File: src/rtl/laner_pkg.sv
// Shared screen geometry, pixel record and arbiter state encodings for the
// VGA write path (screen_eraser, sprite drawers, vga_write_arbiter).
package laner_pkg;

  localparam int XSCREEN = 640;
  localparam int YSCREEN = 480;
  localparam int COLOR_W = 9;
  localparam int X_W     = 10;
  localparam int Y_W     = 9;

  localparam logic [COLOR_W-1:0] BLACK = 9'b000_000_000;

  typedef enum logic [1:0] {
    DRAW    = 2'd0,
    ERASE   = 2'd1,
    HOLDOFF = 2'd2
  } arb_state_e;

  typedef struct packed {
    logic [X_W-1:0]     x;
    logic [Y_W-1:0]     y;
    logic [COLOR_W-1:0] color;
  } pixel_t;

  // True when the pixel lands on the visible screen.
  function automatic logic in_screen(input pixel_t p);
    return (int'(p.x) < XSCREEN) && (int'(p.y) < YSCREEN);
  endfunction

endpackage

File: src/rtl/rr_arb2.sv
// Two-requester round-robin arbiter. A lone requester always wins; on
// contention the pointer picks the winner. The pointer moves to the
// requester that was not served, and only on cycles that issue a grant.
module rr_arb2 (
  input  logic       Clock,
  input  logic       Resetn,
  input  logic       en,
  input  logic [1:0] req,
  output logic [1:0] gnt
);

  // ptr=0: requester 0 has priority on contention, ptr=1: requester 1
  logic ptr;

  // One-hot grant, forced idle when arbitration is disabled
  always_comb begin
    gnt = 2'b00;
    if (en) begin
      case (req)
        2'b01:   gnt = 2'b01;
        2'b10:   gnt = 2'b10;
        2'b11:   gnt = ptr ? 2'b10 : 2'b01;
        default: gnt = 2'b00;
      endcase
    end
  end

  // Hand priority to the other requester after every grant
  always_ff @(posedge Clock or negedge Resetn) begin
    if (!Resetn)
      ptr <= 1'b0;
    else if (|gnt)
      ptr <= gnt[0];
  end

endmodule

File: src/rtl/vga_write_arbiter.sv
// Merges the screen eraser stream and two sprite drawers into one registered
// VGA write stream. The eraser cannot be stalled and always wins; drawers are
// round-robin arbitrated and locked out for the whole erase pass plus a short
// holdoff so fresh sprites are not overwritten by trailing erase writes.
// Optional macro VGA_CLIP_EN: off-screen pixels are accepted but not plotted,
// and counted on the clip_count port.
module vga_write_arbiter
  import laner_pkg::*;
#(
  parameter int HOLDOFF_CYCLES = 2  // must be >= 1
) (
  input  logic               Clock,
  input  logic               Resetn,
  input  logic               erase_active,
  input  logic               erase_write,
  input  logic [X_W-1:0]     erase_x,
  input  logic [Y_W-1:0]     erase_y,
  input  logic [COLOR_W-1:0] erase_color,
  input  logic               d0_valid,
  output logic               d0_ready,
  input  logic [X_W-1:0]     d0_x,
  input  logic [Y_W-1:0]     d0_y,
  input  logic [COLOR_W-1:0] d0_color,
  input  logic               d1_valid,
  output logic               d1_ready,
  input  logic [X_W-1:0]     d1_x,
  input  logic [Y_W-1:0]     d1_y,
  input  logic [COLOR_W-1:0] d1_color,
  output logic [X_W-1:0]     vga_x,
  output logic [Y_W-1:0]     vga_y,
  output logic [COLOR_W-1:0] vga_color,
  output logic               vga_plot,
  output logic               busy
`ifdef VGA_CLIP_EN
  ,
  output logic [15:0]        clip_count
`endif
);

  localparam int HO_W = (HOLDOFF_CYCLES > 1) ? $clog2(HOLDOFF_CYCLES) : 1;
  localparam logic [HO_W-1:0] HO_LAST = HO_W'(HOLDOFF_CYCLES - 1);

  arb_state_e      state;
  logic [HO_W-1:0] ho_cnt;

  pixel_t     erase_px, d0_px, d1_px, sel_px;
  logic       draw_en;
  logic [1:0] gnt;
  logic       sel_vld;
  logic       px_plot;

  assign erase_px = {erase_x, erase_y, erase_color};
  assign d0_px    = {d0_x, d0_y, d0_color};
  assign d1_px    = {d1_x, d1_y, d1_color};

  // Drawers only compete in DRAW with the eraser fully quiet. Resetn is
  // folded in so ready drops the moment reset asserts, not at the next edge.
  assign draw_en = Resetn && (state == DRAW) && !erase_write && !erase_active;

  rr_arb2 u_rr (
    .Clock  (Clock),
    .Resetn (Resetn),
    .en     (draw_en),
    .req    ({d1_valid, d0_valid}),
    .gnt    (gnt)
  );

  assign d0_ready = gnt[0];
  assign d1_ready = gnt[1];
  assign sel_vld  = erase_write | (|gnt);

  // Source select: eraser first, otherwise whichever drawer holds the grant
  always_comb begin
    sel_px = d0_px;
    if (erase_write)
      sel_px = erase_px;
    else if (gnt[1])
      sel_px = d1_px;
  end

`ifdef VGA_CLIP_EN
  logic sel_in, px_clip;
  assign sel_in  = in_screen(sel_px);
  assign px_plot = sel_vld & sel_in;
  assign px_clip = sel_vld & ~sel_in;

  // Saturating count of accepted-but-dropped off-screen pixels
  always_ff @(posedge Clock or negedge Resetn) begin
    if (!Resetn)
      clip_count <= '0;
    else if (px_clip && (clip_count != 16'hFFFF))
      clip_count <= clip_count + 16'd1;
  end
`else
  assign px_plot = sel_vld;
`endif

  // Output register: strobe every cycle, coordinates only move on a plot
  always_ff @(posedge Clock or negedge Resetn) begin
    if (!Resetn) begin
      vga_x     <= '0;
      vga_y     <= '0;
      vga_color <= BLACK;
      vga_plot  <= 1'b0;
    end else begin
      vga_plot <= px_plot;
      if (px_plot) begin
        vga_x     <= sel_px.x;
        vga_y     <= sel_px.y;
        vga_color <= sel_px.color;
      end
    end
  end

  // Erase-pass lockout FSM; busy is registered with the state
  always_ff @(posedge Clock or negedge Resetn) begin
    if (!Resetn) begin
      state  <= DRAW;
      ho_cnt <= '0;
      busy   <= 1'b0;
    end else begin
      case (state)
        DRAW: begin
          if (erase_active || erase_write) begin
            state <= ERASE;
            busy  <= 1'b1;
          end
        end
        ERASE: begin
          if (!erase_active && !erase_write) begin
            state  <= HOLDOFF;
            ho_cnt <= '0;
          end
        end
        HOLDOFF: begin
          if (erase_active) begin
            state  <= ERASE;
            ho_cnt <= '0;
          end else if (ho_cnt == HO_LAST) begin
            state  <= DRAW;
            ho_cnt <= '0;
            busy   <= 1'b0;
          end else begin
            ho_cnt <= ho_cnt + 1'b1;
          end
        end
        default: begin
          state  <= DRAW;
          ho_cnt <= '0;
          busy   <= 1'b0;
        end
      endcase
    end
  end

endmodule

File: config.mk
export PLATFORM = sky130hd
export DESIGN_NAME = vga_write_arbiter
export DESIGN_NICKNAME = d
export VERILOG_FILES = /design/src/rtl/laner_pkg.sv /design/src/rtl/rr_arb2.sv /design/src/rtl/vga_write_arbiter.sv
export SDC_FILE = /design/constraint.sdc
export NUM_CORES = 1
export LEC_CHECK = 0
export BUFFER_PORTS_ARGS = -buffer_cell sky130_fd_sc_hd__buf_2
export CAP_MARGIN = 20
export CORE_ASPECT_RATIO = 0.6
export CORE_UTILIZATION = 45
export DETAILED_ROUTE_END_ITERATION = 8
export PLACE_DENSITY_LB_ADDON = 0.05
export SETUP_SLACK_MARGIN = 0.5
export SLEW_MARGIN = 25
export SYNTH_ARGS = -nofsm -noshare
export SYNTH_HDL_FRONTEND = slang
export SYNTH_SLANG_ARGS = --single-unit
File: constraint.sdc
create_clock -name Clock -period 2.66 [get_ports Clock]
set_clock_uncertainty 0.15 [all_clocks]
set_input_delay 0.532 -clock Clock [delete_from_list [all_inputs] [get_ports Clock]]
set_output_delay 0.532 -clock Clock [all_outputs]
set_load 0.01 [all_outputs]
==> results.toml <==
[grt]
antenna_found_initial = 0
grt_util_all_layers_pct = 27.9
grt_max_degree = 62
first_global_vias = 2448
grt_pass1_wl_um = 11500
overflow = 0

[power_and_ir_drop]
finalPower_mw = 1.50
vdd.ir_drop.worst_mv = 0.289
power_frac_comb_pct = 31.7
swShare_pct = 32.9
p_clk_share_pct = 26.1
cellLeakagePower_nw = 1.47
intPower_mw = 1.01
seqPwrFrac_pct = 42.2
power_density_nw_per_um2 = 471
switchingPower_mw = 0.494

[clocking]
cts_buffer_depth = 2
cts_tree = "built"
htree_levels = 2
cts_root_buf = "clkbuf_8"
clkSinkCount = 34
clock_latency_ns = 0.28
cts-hold-fix-buffers = 0
clk_pin_slew_ns = 0.07
cts_inserted_buffers = 5

[route]
drc = 0
vias_per_cell = 5.80
num_vias = 2587
first_pass_iters = 4
avgRoutedWirePerCell_um = 15.9
drt_wl_total_um = 7100
drtAntennaViolNets = 0
drt_iter0_drc = 170

[worst_setup_path]
slowest_stage = "or4b_4"
rrSetupSlack_ns = 0.25
critPathTopFamily = "simple AND/OR/NAND/NOR gates"
critical_path_class = "reg -> out"
slowest_delay_ns = 0.55
worstPathArrival_ns = 1.77
start_kind = "register"
cp_num_buf_inv = 2
crit_chain = "or4b_4 > buf_4 > nor3_4 > buf_2"
cp_data_required_time_ns = 1.98
path_max_fanout = 35
endpoint_kind = "output port"

[finish]
nets = 472
n_fill_cell = 388
final_core_util_pct = 68.5
synthToLayoutAreaGrowth_pct = 43.2
n_antenna_cell = 0
drive_above_1_share_pct = 43.6

[timing]
hold_slack_ns = 0.224
fin_ws_ns = 0.203
setup_viol = 0
hold_viol = 0
setup-tns-final_ns = 0
fmax_mhz = 407
slew_headroom_pct = 60.2
rsz0062_at_grt = "yes"
tightest_slew_ns = 0.597
fin_crit_ns = 2.46
finalCritPeriodShare_pct = 92.4
slew_violations = 0

[die]
rows = 19
dieArea_um2 = 5250
io-pin-count = 122
initial_core_util_pct = 47.8
die_w_um = 92.8
die_h_um = 56.5
core_area_um2 = 4660

[synth]
synth_top_area_share_pct = 38.2
synth_cell_types = 26
synth.top_cells.by_area = "dfrtp_1, a32o_1, o31ai_1, or4_1, o21ai_0"
synth_area_um2 = 2230
synth_nets = 354
syn_inst = 264
syn_avg_cell_area_um2 = 8.44
synth_top_area_cell = "dfrtp_1"
yosysWarnings = 0
synth-seq-area-share_pct = 38.2
synth_seq_cells = 34

[placed_design]
port-buffer-count = 121
post-dp-hpwl_um = 4690
dp_worst_setup_slack_ns = -0.0146
place_congestion = 0.782

[flow_run]
drv_cap = 0

[worst_hold_path]
hold_class = "in -> async"

[run_status]
status = "finished, final reports clean"
==> power groups by stage <==
stage	registers (mW)	logic [mW]	clock network [mW]
after floorplan	0.663	0.221	0
after global placement	0.645	0.438	0
after detailed placement	0.645	0.446	0
after CTS	0.634	0.474	0.399
after global routing	0.643	0.522	0.429
final	0.635	0.476	0.393
==> layer usage <==
metal | up-vias | global-route usage (%) | wire [um] | part of all wire (%)
li1 | 1251 | - | - | -
met1 | 1213 | 39.7 | 3350 | 47
met2 | 116 | 42.6 | 3100 | 44
met3 | 7 | 6.23 | 597 | 8.4
met4 | 0 | 7.69 | 57 | 0.80
met5 | - | 0 | 0 | 0
==> cells by family after synthesis <==
kind of cell    count (synthesis)  synth area share, %
compound gates                 95                 31.6
fa+ha+maj                       1                0.449
buf+inv                        39                 8.03
flops                          34                 38.2
simple gates                   95                 21.7
==> stage by stage <==
stage | instances | area, um2
after floorplan | 264 | 2280
after global placement | 430 | 2940
after detailed placement | 430 | 2940
after CTS | 445 | 3180
after global routing | 446 | 3190
final | 446 | 3190
==> placed cells by master, fill, tap and decap left out, types with 4 or more instances in the layout <==
cell type  count
buf_2        121
o21ai_0       29
or4_4          4
buf_4         17
nand2_1       28
a32o_1        27
nor2_1        32
or4_1         24
dfrtp_1       33
a21oi_1        4
clkbuf_8       6
o31ai_1       28
==> worst paths after layout <==
check | startpoint | end | depth (start not counted)
worst max register to register | state[1] | vga_color[5] | 6
max in group asynchronous | Resetn | state[1] | 2
worst min-delay path | Resetn | vga_x[9] | 2
worst max-delay path | state[1] | d1_ready | 4
worst min register to register | vga_x[2] | vga_x[2] | 1
min in group Clock | vga_x[2] | vga_x[2] | 1
==> state kept, by name, indices dropped and copies added (netlist names) <==
register   count
busy           1
ho_cnt         1
state          2
u_rr.ptr       1
vga_color      9
vga_plot       1
vga_x         10
vga_y          9
==> worst register-to-register path: stages, from the launching register on <==
cell	delay, ns
dfrtp_2	0.41
or4b_4	0.55
buf_12	0.15
buf_4	0.13
buf_8	0.13
or4_4	0.50
a32o_2	0.28
==> cell type report <==
cell class / instances / area, um2 / share of cell area, %
multi-input cells: 191 / 1270 / 39.7
flip-flops and latches: 34 / 852 / 26.7
clock inverters: 1 / 5.00 / 0.157
clock buffers: 7 / 86.3 / 2.70
repair buffers: 146 / 887 / 27.8
inverters: 4 / 15.0 / 0.470
well taps: 63 / 78.8 / 2.47
==> synth_stat cells, drive strengths merged <==
cell,count
o211ai,1
nor2b,1
nor3,1
a2111oi,1
a2bb2oi,1
a32o,28
or4b,1
a21oi,4
inv,4
nor3b,2
clkbuf,28
maj3,1
or4,28
dfrtp,34
o21ba,1
nor2,32
buf,7
nand2,28
o21ai,30
nand2b,2
o21bai,1
o31ai,28
==> repair_timing <==
item | 4_1_cts | 5_1_grt
resized for setup | 13 | 2
gates cloned | 3 | 0
pin swaps | 2 | 1
endpoints found under the setup margin | 30 | 30
endpoints found under the hold margin | 0 | 0
buffers inserted | 4 | 1
(Power assumes the default switching activity.)
